<file path="config.mk">
export PLATFORM = sky130hd
export DESIGN_NAME = jb_iq_agc_gain_ctrl_flat
export DESIGN_NICKNAME = d
export VERILOG_FILES = /design/src/rtl/jb_iq_agc_gain_ctrl_if.sv /design/src/rtl/jb_iq_agc_gain_ctrl.sv /design/src/flat_wrapper.sv
export SDC_FILE = /design/constraint.sdc
export NUM_CORES = 1
export LEC_CHECK = 0
export ABC_AREA = 1
export BUFFER_PORTS_ARGS = -buffer_cell sky130_fd_sc_hd__buf_2
export CORE_ASPECT_RATIO = 2
export CORE_UTILIZATION = 30
export DETAILED_ROUTE_END_ITERATION = 16
export GPL_TIMING_DRIVEN = 0
export SYNTH_ARGS = -nofsm -noshare
export SYNTH_HDL_FRONTEND = slang
export SYNTH_SLANG_ARGS = --single-unit
</file>
<file path="constraint.sdc">
create_clock -name clk -period 3.98 [get_ports clk]
set_input_delay 0.398 -clock clk [delete_from_list [all_inputs] [get_ports clk]]
set_output_delay 0.398 -clock clk [all_outputs]
set_load 0.1 [all_outputs]
</file>
<file path="src/rtl/jb_iq_agc_gain_ctrl_if.sv">
// jb_axi4_stream_if: minimal AXI4-stream tap carrying {Q,I} samples.
interface jb_axi4_stream_if #(
  parameter int DATA_W = 32
);
  logic              tvalid;
  logic              tready;
  logic [DATA_W-1:0] tdata;

  modport master (output tvalid, output tdata, input tready);
  modport slave  (input tvalid, input tdata, output tready);
endinterface

</file>
<file path="src/rtl/jb_iq_agc_gain_ctrl.sv">
// jb_iq_agc_gain_ctrl: windowed IQ level detector driving a closed-loop (exponent, fraction) gain word.
// Define JB_AGC_PEAK_DET_EN to detect the per-window peak of max(|I|,|Q|) instead of the mean of |I|+|Q|.
module jb_iq_agc_gain_ctrl #(
  parameter int PRECISION = 16,
  parameter int SCALER_BW = 4,
  parameter int WIN_LOG2  = 10,
  parameter int STEP      = 256
) (
  input  logic                 clk,
  input  logic                 resetn,
  input  logic                 clk_en,
  input  logic                 agc_en,
  input  logic [PRECISION:0]   target_level,
  input  logic [PRECISION-1:0] hyst,
  jb_axi4_stream_if.slave      IFP_dfe_in,
  output logic                 scaler_gain_sign,
  output logic [SCALER_BW-1:0] scaler_gain,
  output logic [PRECISION-1:0] fraction_gain,
  output logic                 gain_update,
  output logic [PRECISION:0]   level_out
);
  localparam int LW = PRECISION + 1;
  localparam int EW = SCALER_BW + 1;
  localparam logic [PRECISION-1:0]  F_ONE  = {1'b1, {(PRECISION-1){1'b0}}};
  localparam logic [PRECISION-1:0]  F_QTR  = {2'b01, {(PRECISION-2){1'b0}}};
  localparam logic signed [EW-1:0]  EMAX   = {1'b0, {SCALER_BW{1'b1}}};
  localparam logic signed [EW-1:0]  EMIN   = -EMAX;
  localparam logic signed [EW-1:0]  E_ONE  = EW'(1);
  localparam logic [LW-1:0]         STEP_W = LW'(STEP);
  localparam logic [0:0]            S_IDLE  = 1'b0;
  localparam logic [0:0]            S_ACCUM = 1'b1;

  typedef struct packed {
    logic signed [EW-1:0] e;
    logic [PRECISION-1:0] f;
  } gain_t;

  logic [0:0]            state_q, state_d;
  logic [WIN_LOG2-1:0]   cnt_q, cnt_d;
  logic [LW-1:0]         mean_q, level_q;
  logic [1:0]            vld_pipe;   // [0]=EVAL pending, [1]=UPDATE pending
  logic [1:0]            dir_q;      // {over, under}
  gain_t                 gain_q, gain_d;
  logic                  gupd_q;

  assign IFP_dfe_in.tready = 1'b1;

  logic [PRECISION-1:0] s_i, s_q, abs_i, abs_q;
  assign s_i   = IFP_dfe_in.tdata[PRECISION-1:0];
  assign s_q   = IFP_dfe_in.tdata[2*PRECISION-1:PRECISION];
  // Unsigned P-bit negate keeps |-2^(P-1)| = 2^(P-1) exact.
  assign abs_i = s_i[PRECISION-1] ? -s_i : s_i;
  assign abs_q = s_q[PRECISION-1] ? -s_q : s_q;

`ifdef JB_AGC_PEAK_DET_EN
  localparam int DW = LW;
`else
  localparam int DW = LW + WIN_LOG2;
`endif
  logic [DW-1:0] det_q, det_d, det_run;
  logic [LW-1:0] win_mean;
`ifdef JB_AGC_PEAK_DET_EN
  logic [LW-1:0] pk;
  assign pk       = (abs_i > abs_q) ? {1'b0, abs_i} : {1'b0, abs_q};
  assign det_run  = (pk > det_q) ? pk : det_q;
  assign win_mean = det_run;
`else
  logic [LW-1:0] mag;
  assign mag      = {1'b0, abs_i} + {1'b0, abs_q};
  assign det_run  = det_q + DW'(mag);
  assign win_mean = det_run[DW-1:WIN_LOG2];
`endif

  logic beat, win_end;
  assign beat    = (state_q == S_ACCUM) && agc_en && IFP_dfe_in.tvalid;
  assign win_end = beat && (cnt_q == '1);

  always_comb begin
    state_d = state_q;
    cnt_d   = cnt_q;
    det_d   = det_q;
    if (!agc_en) begin
      state_d = S_IDLE;
      cnt_d   = '0;
      det_d   = '0;
    end else if (state_q == S_IDLE) begin
      state_d = S_ACCUM;
    end else if (IFP_dfe_in.tvalid) begin
      cnt_d = cnt_q + WIN_LOG2'(1);
      det_d = win_end ? '0 : det_run;
    end
  end

  // Thresholds are widened by one bit so target+hyst and mean+hyst never wrap.
  logic [LW:0] hi_thr, mean_hy;
  logic        over, under;
  assign hi_thr  = {1'b0, target_level} + {2'b00, hyst};
  assign mean_hy = {1'b0, mean_q} + {2'b00, hyst};
  assign over    = {1'b0, mean_q} > hi_thr;
  assign under   = mean_hy < {1'b0, target_level};

  logic [LW-1:0] f_dn, f_up;
  assign f_dn = {1'b0, gain_q.f} - STEP_W;
  assign f_up = {1'b0, gain_q.f} + STEP_W;

  // Fraction lives in [1/2, 1]; leaving that range renormalizes through the exponent.
  always_comb begin
    gain_d = gain_q;
    if (dir_q[1]) begin
      if (f_dn < {1'b0, F_QTR}) begin
        if (gain_q.e > EMIN) begin
          gain_d.f = {f_dn[PRECISION-2:0], 1'b0};
          gain_d.e = gain_q.e - E_ONE;
        end else begin
          gain_d.f = F_QTR;
        end
      end else begin
        gain_d.f = f_dn[PRECISION-1:0];
      end
    end else if (dir_q[0]) begin
      if (f_up > {1'b0, F_ONE}) begin
        if (gain_q.e < EMAX) begin
          gain_d.f = f_up[PRECISION:1];
          gain_d.e = gain_q.e + E_ONE;
        end else begin
          gain_d.f = F_ONE;
        end
      end else begin
        gain_d.f = f_up[PRECISION-1:0];
      end
    end
  end

  always_ff @(posedge clk) begin
    if (!resetn) begin
      state_q  <= S_IDLE;
      cnt_q    <= '0;
      det_q    <= '0;
      mean_q   <= '0;
      level_q  <= '0;
      vld_pipe <= '0;
      dir_q    <= '0;
      gain_q   <= '{e: '0, f: F_ONE};
      gupd_q   <= 1'b0;
    end else if (clk_en) begin
      state_q  <= state_d;
      cnt_q    <= cnt_d;
      det_q    <= det_d;
      vld_pipe <= agc_en ? {vld_pipe[0], win_end} : 2'b00;
      if (win_end)
        mean_q <= win_mean;
      if (vld_pipe[0] && agc_en) begin
        level_q <= mean_q;
        dir_q   <= {over, under};
      end
      gupd_q <= vld_pipe[1] && agc_en && (gain_d != gain_q);
      if (vld_pipe[1] && agc_en)
        gain_q <= gain_d;
    end
  end

  assign scaler_gain_sign = gain_q.e[EW-1];
  assign scaler_gain      = gain_q.e[EW-1] ? SCALER_BW'(-gain_q.e) : SCALER_BW'(gain_q.e);
  assign fraction_gain    = gain_q.f;
  assign gain_update      = gupd_q;
  assign level_out        = level_q;
endmodule

</file>
<file path="src/flat_wrapper.sv">
// flat-port wrapper written by rule: the top's interface ports become plain ports
module jb_iq_agc_gain_ctrl_flat 
#(
  parameter int PRECISION = 16,
  parameter int SCALER_BW = 4,
  parameter int WIN_LOG2  = 10,
  parameter int STEP      = 256
)
  (clk, resetn, clk_en, agc_en, target_level, hyst, scaler_gain_sign, scaler_gain, fraction_gain, gain_update, level_out, IFP_dfe_in_tvalid, IFP_dfe_in_tdata, IFP_dfe_in_tready);
  jb_axi4_stream_if #(.DATA_W(2*(16))) IFP_dfe_in_i ();
  input  logic clk;
  input  logic resetn;
  input  logic clk_en;
  input  logic agc_en;
  input  logic [PRECISION:0] target_level;
  input  logic [PRECISION-1:0] hyst;
  output logic scaler_gain_sign;
  output logic [SCALER_BW-1:0] scaler_gain;
  output logic [PRECISION-1:0] fraction_gain;
  output logic gain_update;
  output logic [PRECISION:0] level_out;
  input wire logic [$bits(IFP_dfe_in_i.tvalid)-1:0] IFP_dfe_in_tvalid;
  input wire logic [$bits(IFP_dfe_in_i.tdata)-1:0] IFP_dfe_in_tdata;
  output wire logic [$bits(IFP_dfe_in_i.tready)-1:0] IFP_dfe_in_tready;
  assign IFP_dfe_in_i.tvalid = IFP_dfe_in_tvalid;
  assign IFP_dfe_in_i.tdata = IFP_dfe_in_tdata;
  assign IFP_dfe_in_tready = IFP_dfe_in_i.tready;
  jb_iq_agc_gain_ctrl #(.PRECISION(PRECISION), .SCALER_BW(SCALER_BW), .WIN_LOG2(WIN_LOG2), .STEP(STEP)) u_core (.clk(clk), .resetn(resetn), .clk_en(clk_en), .agc_en(agc_en), .target_level(target_level), .hyst(hyst), .IFP_dfe_in(IFP_dfe_in_i), .scaler_gain_sign(scaler_gain_sign), .scaler_gain(scaler_gain), .fraction_gain(fraction_gain), .gain_update(gain_update), .level_out(level_out));
endmodule
</file>
==> impl_metrics.ini, run 1 <==
[outcome]
status = completed

[sta]
fmax_ghz = 0.261
setup_viol = 0
slew_headroom_pct = 52.5
fin_ws_ps = 154
period_share_pct = 96.1
setup_tns_ps = 0
report.final.slew_viol_count = 0
holdWs_ps = 332
fin_crit_ps = 3830
rsz0062_at_grt = yes
tightest_slew_ps = 713
finalHoldViolations = 0
finClkSkew_ps = 11.0

[yosys]
yosys.area.top_type = dfxtp_1
syn_area_per_cell_um2 = 6.43
syn_inst = 1549
ys_ff_latch = 98
syn-num-nets = 1728
ys_types = 53
syn_area_um2 = 9970
ys_seq_area_share_pct = 19.7
synth-warning-count = 0
synth_area_leaders = dfxtp_1 20%, nand2_1 13%, ha_1 11%
synth_top_area_share_pct = 19.7

[pwr]
power.density_nw_per_um2 = 229
irDropWorstVdd_mv = 0.173
finalPower_mw = 2.68
leakagePower_nw = 5.83

[place]
post-dp-hpwl_mm = 26.2
dpl_cell_area_um2 = 11000
port-buffer-count = 105
place_ws_ps = -896
place_inst = 2086
gp_congestion = 0.911

[global_routing]
grt_pass1_wl_mm = 48.8
grt_pass1_vias = 9978
antenna_found_initial = 0
grt_overflow = 0
grt_usage_pct = 18.7
grt_max_degree = 17

[min_path]
hold_class = primary input to register
hold_depth = 3
hold_end = u_core.state_q$_SDFFE_PN0P_
min_from = clk_en

[clocking]
cts-hold-fix-buffers = 0
cts_sinks = 98
path_clk_slew_ps = 80
clockBufferDepth = 2
numCtsBuffers = 9
htreeDepth = 3
cts_root_buf = clkbuf_16
clock_latency_ps = 360
cts_tree = done

[critical_path]
cp_data_arrival_time_ps = 4120
r2r_cells = 19
cp_max_fo = 3
worst-setup-path-type = primary input to register
required_ps = 4280
r2r_start = u_core.mean_q[0]$_SDFFE_PN0P_
worst_setup_path_start_kind = primary input
endpoint_kind = register
ff2ff_setup_slack_ps = 230
r2r-end = u_core.dir_q[0]$_SDFFE_PN0P_

[final_layout]
layout_commonest_cell = nand2_1
mostFrequentLayoutCells = 335 x nand2_1, 237 x inv_1, 154 x a21oi_1
nNetsFinal = 1853
fin_cells = 2110
layout.core_utilization_pct = 35.7
syn_to_final_growth_pct = 17.6
drive_gt1_share_pct = 16.2
final_area_um2 = 11700
antenna_cells = 0

[routing]
drtAntennaViolNets = 0
routed-via-count = 10300
viasPerCell = 4.89
drc_errors = 0
drt_iter0_drc = 536
drt_wl_total_mm = 31.8
dr.pass1.iters = 6
wl_per_cell_um = 15.1

[job]
cap_violations = 0

[floorplanning]
start_util_pct = 30.4
die_w_um = 131
dieArea_um2 = 34000
placeableCoreArea_um2 = 32800
boundaryPins = 110
rows = 94
die_y_um = 260
[Yosys cell counts, drive strengths merged]
cell and number:
nand3 111, ha 90, clkinv 5, o221ai 3, o311ai 2, o31ai 5
nor3 22, nor2 127, or2 7, inv 250, a211oi 3, xor2 51
clkbuf 28, o21a 4, conb 1, nor4 2, fa 19, a31oi 5
a21oi 162, nor3b 2, a21boi 4, nand3b 3, nand4 13, o2111ai 1
xnor2 22, buf 36, o21bai 4, dfxtp 98, o21ai 95, a22oi 1
a21o 2, o211ai 19, nand2 350, o22ai 2
[timing repair]
item / CTS / global route
endpoints found under the setup margin: 20 / 22
setup buffers: 1 / 8
pin swaps: 4 / 20
resized for setup: 26 / 57
[worst max-delay path, cell delays in order]
cell	delay, ps
buf_4	130
inv_4	60
ha_4	120
inv_2	50
nor2_4	130
nand2_2	90
nor3_4	230
nand3_2	130
nor2_4	160
a21oi_2	80
xor2_1	180
fa_1	560
inv_2	50
ha_4	290
nand2_4	70
nor2_4	130
inv_2	60
nor3_4	200
nand4_1	170
a31oi_2	200
nand4_1	190
xnor2_2	270
nand2_1	80
a21oi_1	130
[kinds of logic (layout without fill, tap and decap cells)]
group,after synthesis,in the layout,share of synthesized area (%)
flops,98,98,19.7
simple gates,637,637,28.1
other cells,1,1,0.0376
xor+xnor,73,73,6.42
fa+ha+maj,109,109,15.1
compound gates,312,312,17.2
buf+inv,319,448,13.5
[sequential cells by signal, summed over array words and instances, names as in the netlist]
register                 count
u_core.state_q               1
u_core.gain_q                4
u_core.scaler_gain_sign      1
u_core.fraction_gain        16
u_core.mean_q               17
u_core.level_out            17
u_core.vld_pipe              2
u_core.dir_q                 2
u_core.gain_update           1
u_core.det_q                27
u_core.cnt_q                10
[where the power goes]
part           total, mW  internal (mW)  switching, mW
Clock              0.862          0.444          0.418
Sequential         0.987          0.985        0.00245
Combinational      0.829          0.316          0.512
Total               2.68           1.75          0.933
[routing by layer]
layer / track usage [%] / vias up / routed length (um)
li1: - / 5238 / -
met1: 17.2 / 4716 / 11300
met2: 37.8 / 271 / 17900
met3: 1.95 / 94 / 878
met4: 10.7 / 0 / 1720
met5: 0 / - / 0
[worst max-delay path by stage]
stage | start | endpoint | slack [ps] | cells past startpoint
6_report | IFP_dfe_in_tdata[17] | u_core.det_q[26]$_SDFFE_PN0P_ | 150 | 24
5_1_grt | IFP_dfe_in_tdata[2] | u_core.det_q[26]$_SDFFE_PN0P_ | -80 | 22
4_1_cts | IFP_dfe_in_tdata[2] | u_core.mean_q[14]$_SDFFE_PN0P_ | -30 | 25
3_5_place_dp | IFP_dfe_in_tdata[0] | u_core.det_q[26]$_SDFFE_PN0P_ | -900 | 23
3_3_place_gp | IFP_dfe_in_tdata[0] | u_core.det_q[26]$_SDFFE_PN0P_ | -940 | 23
2_1_floorplan | IFP_dfe_in_tdata[1] | u_core.mean_q[14]$_SDFFE_PN0P_ | 100 | 25
[layout make-up]
class                   instances  area [um^2]
plain buffers                  64          382
clock buffers                  11          243
clock inverters                 4         33.8
fillers                      3585        21100
inverters                     255          970
multi-input cells            1132         6990
flip-flops and latches         98         1960
well taps                     432          541
repair buffers                114          602
Power figures use the tool's default switching activity.
==> inputs of run 2 (changes only) <==
--- a/config.mk
+++ b/config.mk
@@ -11,6 +11,7 @@
 export CORE_UTILIZATION = 30
 export DETAILED_ROUTE_END_ITERATION = 16
 export GPL_TIMING_DRIVEN = 0
+export PLACE_DENSITY = 0.51
 export SYNTH_ARGS = -nofsm -noshare
 export SYNTH_HDL_FRONTEND = slang
 export SYNTH_SLANG_ARGS = --single-unit
==> run 2 against run 1 <==
Routed wire length increased by 3.5%. Largest cell class unchanged. Largest power group is now clock. Core utilization increased by 0.30 points. Sequential power about the same. Highest routed layer unchanged. Critical endpoint unchanged.
==> impl_metrics.ini, run 2 (synthesis gave the netlist of run 1 again) <==
[place]
port-buffer-count = 105
place_ws_ps = -990
post-dp-hpwl_mm = 27.4
gp_congestion = 0.927

[sta]
setup_viol = 0
fin_crit_ps = 3840
holdWs_ps = 318
period_share_pct = 96.5
report.final.slew_viol_count = 0
slew_headroom_pct = 51.8
rsz0062_at_grt = yes
finClkSkew_ps = 12.2
setup_tns_ps = 0
finalHoldViolations = 0
fmax_ghz = 0.260
tightest_slew_ps = 723
fin_ws_ps = 138

[pwr]
p_sw_mw = 0.969
finalPower_mw = 2.90
p_int_mw = 1.93
leakagePower_nw = 5.86
seqPwrFrac_pct = 34.0
power.clock.fraction_pct = 36.6
irDropWorstVdd_mv = 0.218
p_comb_share_pct = 29.3
swShare_pct = 33.4
power.density_nw_per_um2 = 246

[critical_path]
cp_data_arrival_time_ps = 4150
r2r_cells = 19
required_ps = 4280
endpoint_kind = register
r2r-end = u_core.dir_q[0]$_SDFFE_PN0P_
r2r_start = u_core.mean_q[0]$_SDFFE_PN0P_
worst_setup_path_start_kind = primary input
cp_max_fo = 4
max_stage_delay_ps = 550
critPathLaunch = IFP_dfe_in_tdata[17]
cp_cell_sequence = buf_4 > inv_4 > ha_4 > inv_2 > nor2_4 > nand2_2 > nor3_4 > nand3_2 > nor2_4 > a21oi_2 > xor2_1 > fa_1 > inv_2 > ha_4 > nand2_4 > nor2_4 > inv_2 > nor3_4 > nand4_1 > a31oi_2 > nand4_1 > xnor2_2 > nand2_1 > a21oi_2
worst-setup-path-type = primary input to register
cp_slowest_cell = fa_1
ff2ff_setup_slack_ps = 270

[routing]
wl_per_cell_um = 15.6
drtAntennaViolNets = 0
drt_iter0_drc = 419
drc_errors = 0
routed-via-count = 10200
viasPerCell = 4.85
drt_wl_total_mm = 32.9
dr.pass1.iters = 5

[final_layout]
syn_to_final_growth_pct = 18.6
largest_reg_flops = 27
layout_commonest_cell = nand2_1
antenna_cells = 0
mostFrequentLayoutCells = 335 x nand2_1, 237 x inv_1, 154 x a21oi_1
layout.core_utilization_pct = 36.0
top_register = u_core.det_q
nNetsFinal = 1853
drive_gt1_share_pct = 16.1

[clocking]
path_clk_slew_ps = 80
htreeDepth = 3
cts-hold-fix-buffers = 0
numCtsBuffers = 9
clock_latency_ps = 370
clockBufferDepth = 2
cts_tree = done
cts_root_buf = clkbuf_16
cts_sinks = 98

[min_path]
hold_end = u_core.state_q$_SDFFE_PN0P_
hold_class = primary input to register
hold_depth = 3
min_from = clk_en

[global_routing]
grt_usage_pct = 19.8
grt_pass1_wl_mm = 51.0
grt.busiest_layer = met2
grt_pass1_vias = 10100
met2_usage_pct = 40.7
use_met3_pct = 2.18
antenna_found_initial = 0
met1_usage_pct = 17.9
grt_overflow = 0
grt_max_degree = 18

[floorplanning]
die_y_um = 260
rows = 94
die_w_um = 131
start_util_pct = 30.4
boundaryPins = 110
placeableCoreArea_um2 = 32800
dieArea_um2 = 34000

[outcome]
status = completed

[job]
cap_violations = 0
## run 2: cell types whose count changed in the layout (fill, tap and decap cells not counted), sizes merged
cell / previous run / this run
clkbuf: 39 / 37
bufinv: 0 / 3
## run 2: layout make-up
| type | instances | area [um^2] |
|---|---|---|
| Clock buffer | 9 | 225 |
| Multi-Input combinational cell | 1132 | 7000 |
| Tap cell | 432 | 541 |
| Timing Repair Buffer | 114 | 614 |
| Sequential cell | 98 | 1960 |
| Clock inverter | 7 | 124 |
| Fill cell | 3566 | 21000 |
| Inverter | 255 | 970 |
| Buffer | 64 | 382 |
## run 2: worst max path at each step
stage                                           to  depth (start not counted)
CTS                  u_core.det_q[26]$_SDFFE_PN0P_                         23
finish               u_core.det_q[26]$_SDFFE_PN0P_                         24
global route         u_core.det_q[26]$_SDFFE_PN0P_                         24
floorplan           u_core.mean_q[14]$_SDFFE_PN0P_                         25
global placement     u_core.det_q[26]$_SDFFE_PN0P_                         23
detailed placement   u_core.det_q[26]$_SDFFE_PN0P_                         23
## run 2: stage by stage
step                      cells  cell area (um^2)
after floorplan            1549              9970
after global placement     2086             11000
after detailed placement   2086             11000
after CTS                  2104             11500
after global routing       2111             11800
final                      2111             11800
## run 2: per-layer routing
layer / routed length (um) / up-vias
met2: 19000 / 207
li1: - / 5247
met4: 1720 / 0
met5: 0 / -
met1: 11300 / 4694
met3: 858 / 84
## run 2: repair_timing
item	CTS	global route
resized for setup	30	61
buffers inserted	2	7
pin swaps	6	20
endpoints found under the setup margin	27	19
## run 2: critical path, delay by kind of cell
| family | cells | cell delay (ps) |
|---|---|---|
| simple gates | 11 | 1550 |
| buf+inv | 5 | 350 |
| fa+ha+maj | 3 | 960 |
| xor+xnor | 2 | 420 |
| compound gates | 3 | 450 |
## run 2: power groups by stage
stage	clock (mW)	combinational [mW]	sequential [mW]
4_1_cts	1.10	0.778	0.987
5_1_grt	1.14	0.961	0.988
3_5_place_dp	0	0.755	1.01
6_report	1.06	0.852	0.987
2_1_floorplan	0	0.539	1.01
3_3_place_gp	0	0.744	1.01
==> inputs of run 3 (changes only) <==
--- a/config.mk
+++ b/config.mk
@@ -11,7 +11,7 @@
 export CORE_UTILIZATION = 30
 export DETAILED_ROUTE_END_ITERATION = 16
 export GPL_TIMING_DRIVEN = 0
-export PLACE_DENSITY = 0.51
+export PLACE_DENSITY = 0.49
 export SYNTH_ARGS = -nofsm -noshare
 export SYNTH_HDL_FRONTEND = slang
 export SYNTH_SLANG_ARGS = --single-unit
==> constraint.sdc (replaced) <==
create_clock -name clk -period 3.85 [get_ports clk]
set_input_delay 0.385 -clock clk [delete_from_list [all_inputs] [get_ports clk]]
set_output_delay 0.385 -clock clk [all_outputs]
set_load 0.1 [all_outputs]
==> run 3 against run 2 <==
Cell count increased by 0.38%. Combinational power increased by 10%. Routed wire length increased by 0.29%. Count of clock-buffer cells in the layout unchanged. Worst setup slack got worse by 78 ps. Largest cell class unchanged.
==> impl_metrics.ini, run 3 (synthesis gave the netlist of run 1 again) <==
[critical_path]
worst_setup_path_start_kind = primary input
cp_data_arrival_time_ps = 4100
crit_top_cell = nor3_4
worst-setup-path-type = primary input to register
max_stage_delay_ps = 560
cp_slowest_cell = fa_1
cp_cell_sequence = buf_8 > inv_4 > ha_4 > inv_4 > nor3_4 > nand3_2 > nor3_4 > nand3_2 > o31ai_2 > xor2_1 > fa_1 > inv_2 > ha_4 > nand2_4 > nor2_4 > inv_2 > nor3_4 > nand4_1 > a31oi_2 > nand4_1 > xnor2_2 > nand2_1 > a21oi_2
critPathTopFamily = simple AND/OR/NAND/NOR gates
endpoint_kind = register
critPathBufInv = 5
required_ps = 4160
cp_max_fo = 3

[global_routing]
grt_overflow = 0
grt_pass1_vias = 10100
grt_max_degree = 19
grt_pass1_wl_mm = 51.0
antenna_found_initial = 0
grt_usage_pct = 20.0

[floorplanning]
rows = 94
die_w_um = 131
dieArea_um2 = 34000
boundaryPins = 110
placeableCoreArea_um2 = 32800
die_y_um = 260
start_util_pct = 30.4

[clocking]
clockBufferDepth = 2
numCtsBuffers = 9
cts_sinks = 98
htreeDepth = 3
cts_tree = done
cts_root_buf = clkbuf_16
clock_latency_ps = 370
path_clk_slew_ps = 80

[final_layout]
largest_reg_flops = 27
top_register = u_core.det_q
layout_commonest_cell = nand2_1
fin_cells = 2119
syn_to_final_growth_pct = 20.5
nNetsFinal = 1861
drive_gt1_share_pct = 19.1
layout.core_utilization_pct = 36.6
antenna_cells = 0
mostFrequentLayoutCells = 329 x nand2_1, 231 x inv_1, 148 x a21oi_1

[sta]
slew_headroom_pct = 54.2
finClkSkew_ps = 11.6
finalHoldViolations = 0
fin_ws_ps = 60.5
rsz0062_at_grt = yes
period_share_pct = 98.4
setup_tns_ps = 0
fin_crit_ps = 3790
setup_viol = 0
tightest_slew_ps = 687
report.final.slew_viol_count = 0
fmax_ghz = 0.264

[place]
place_ws_ps = -1130
port-buffer-count = 105
gp_congestion = 0.913
place_inst = 2086
post-dp-hpwl_mm = 27.5

[pwr]
finalPower_mw = 2.95
power.density_nw_per_um2 = 246
irDropWorstVdd_mv = 0.231
leakagePower_nw = 5.93

[routing]
wl_per_cell_um = 15.6
viasPerCell = 4.86
drtAntennaViolNets = 0
drt_wl_total_mm = 33.0
drt_iter0_drc = 359
routed-via-count = 10300
dr.pass1.iters = 5
drc_errors = 0

[min_path]
hold_class = primary input to register

[outcome]
status = completed

[job]
cap_violations = 0
-- run 3: changes by cell type in the layout (fill, tap and decap cells not counted), sizes merged --
| cell | before | now |
|---|---|---|
| bufinv | 3 | 1 |
| inv | 252 | 253 |
| clkinv | 6 | 8 |
| clkbuf | 37 | 38 |
| clkinvlp | 1 | 0 |
| buf | 150 | 157 |
-- run 3: layer usage --
metal  vias to the layer above  global-route usage [%]  share of wire (%)
li1                       5262                       -                  -
met1                      4746                    17.8                 34
met2                       204                    41.2                 58
met3                        80                    2.02                2.4
met4                         0                    11.5                5.2
met5                         -                       0                  0
-- run 3: layout make-up --
cell class | count | area [um^2]
Multi-Input combinational cell | 1132 | 7160
Clock buffer | 9 | 225
Sequential cell | 98 | 1960
Buffer | 64 | 382
Tap cell | 432 | 541
Clock inverter | 7 | 85.1
Fill cell | 3575 | 20800
Inverter | 255 | 972
Timing Repair Buffer | 122 | 677
-- run 3: worst paths after layout --
path	startpoint	endpoint	slack, ps	cells past startpoint
worst max-delay path	IFP_dfe_in_tdata[1]	u_core.det_q[26]$_SDFFE_PN0P_	60	23
worst min-delay path	clk_en	u_core.state_q$_SDFFE_PN0P_	310	3
worst max register to register	u_core.mean_q[0]$_SDFFE_PN0P_	u_core.dir_q[0]$_SDFFE_PN0P_	340	19
worst min register to register	u_core.det_q[8]$_SDFFE_PN0P_	u_core.det_q[8]$_SDFFE_PN0P_	470	2
-- run 3: stage by stage --
| step | area, um^2 | hold WS [ps] |
|---|---|---|
| after floorplan | 9970 | 444 |
| after global placement | 11000 | 453 |
| after detailed placement | 11000 | 456 |
| after CTS | 11700 | 291 |
| after global routing | 12000 | 334 |
| final | 12000 | 307 |
-- run 3: worst min-delay path: cells and delay by family --
family,cells,cell delay (ps)
and+or+nand+nor,2,140
buffers and inverters,1,120
-- run 3: where the power goes --
group / leakage, nW / switching, mW / internal [mW] / total (mW)
combinational: 4.99 / 0.568 / 0.371 / 0.939
sequential: 0.791 / 0.00260 / 1.02 / 1.02
clock: 0.153 / 0.472 / 0.518 / 0.990
-- run 3: what timing repair did --
| item | CTS | global route |
|---|---|---|
| pin swaps | 20 | 39 |
| hold buffers | 0 | 0 |
| resized for setup | 61 | 82 |
| buffers inserted | 10 | 7 |
| setup endpoints to repair | 30 | 27 |
| endpoints found under the hold margin | 0 | 0 |
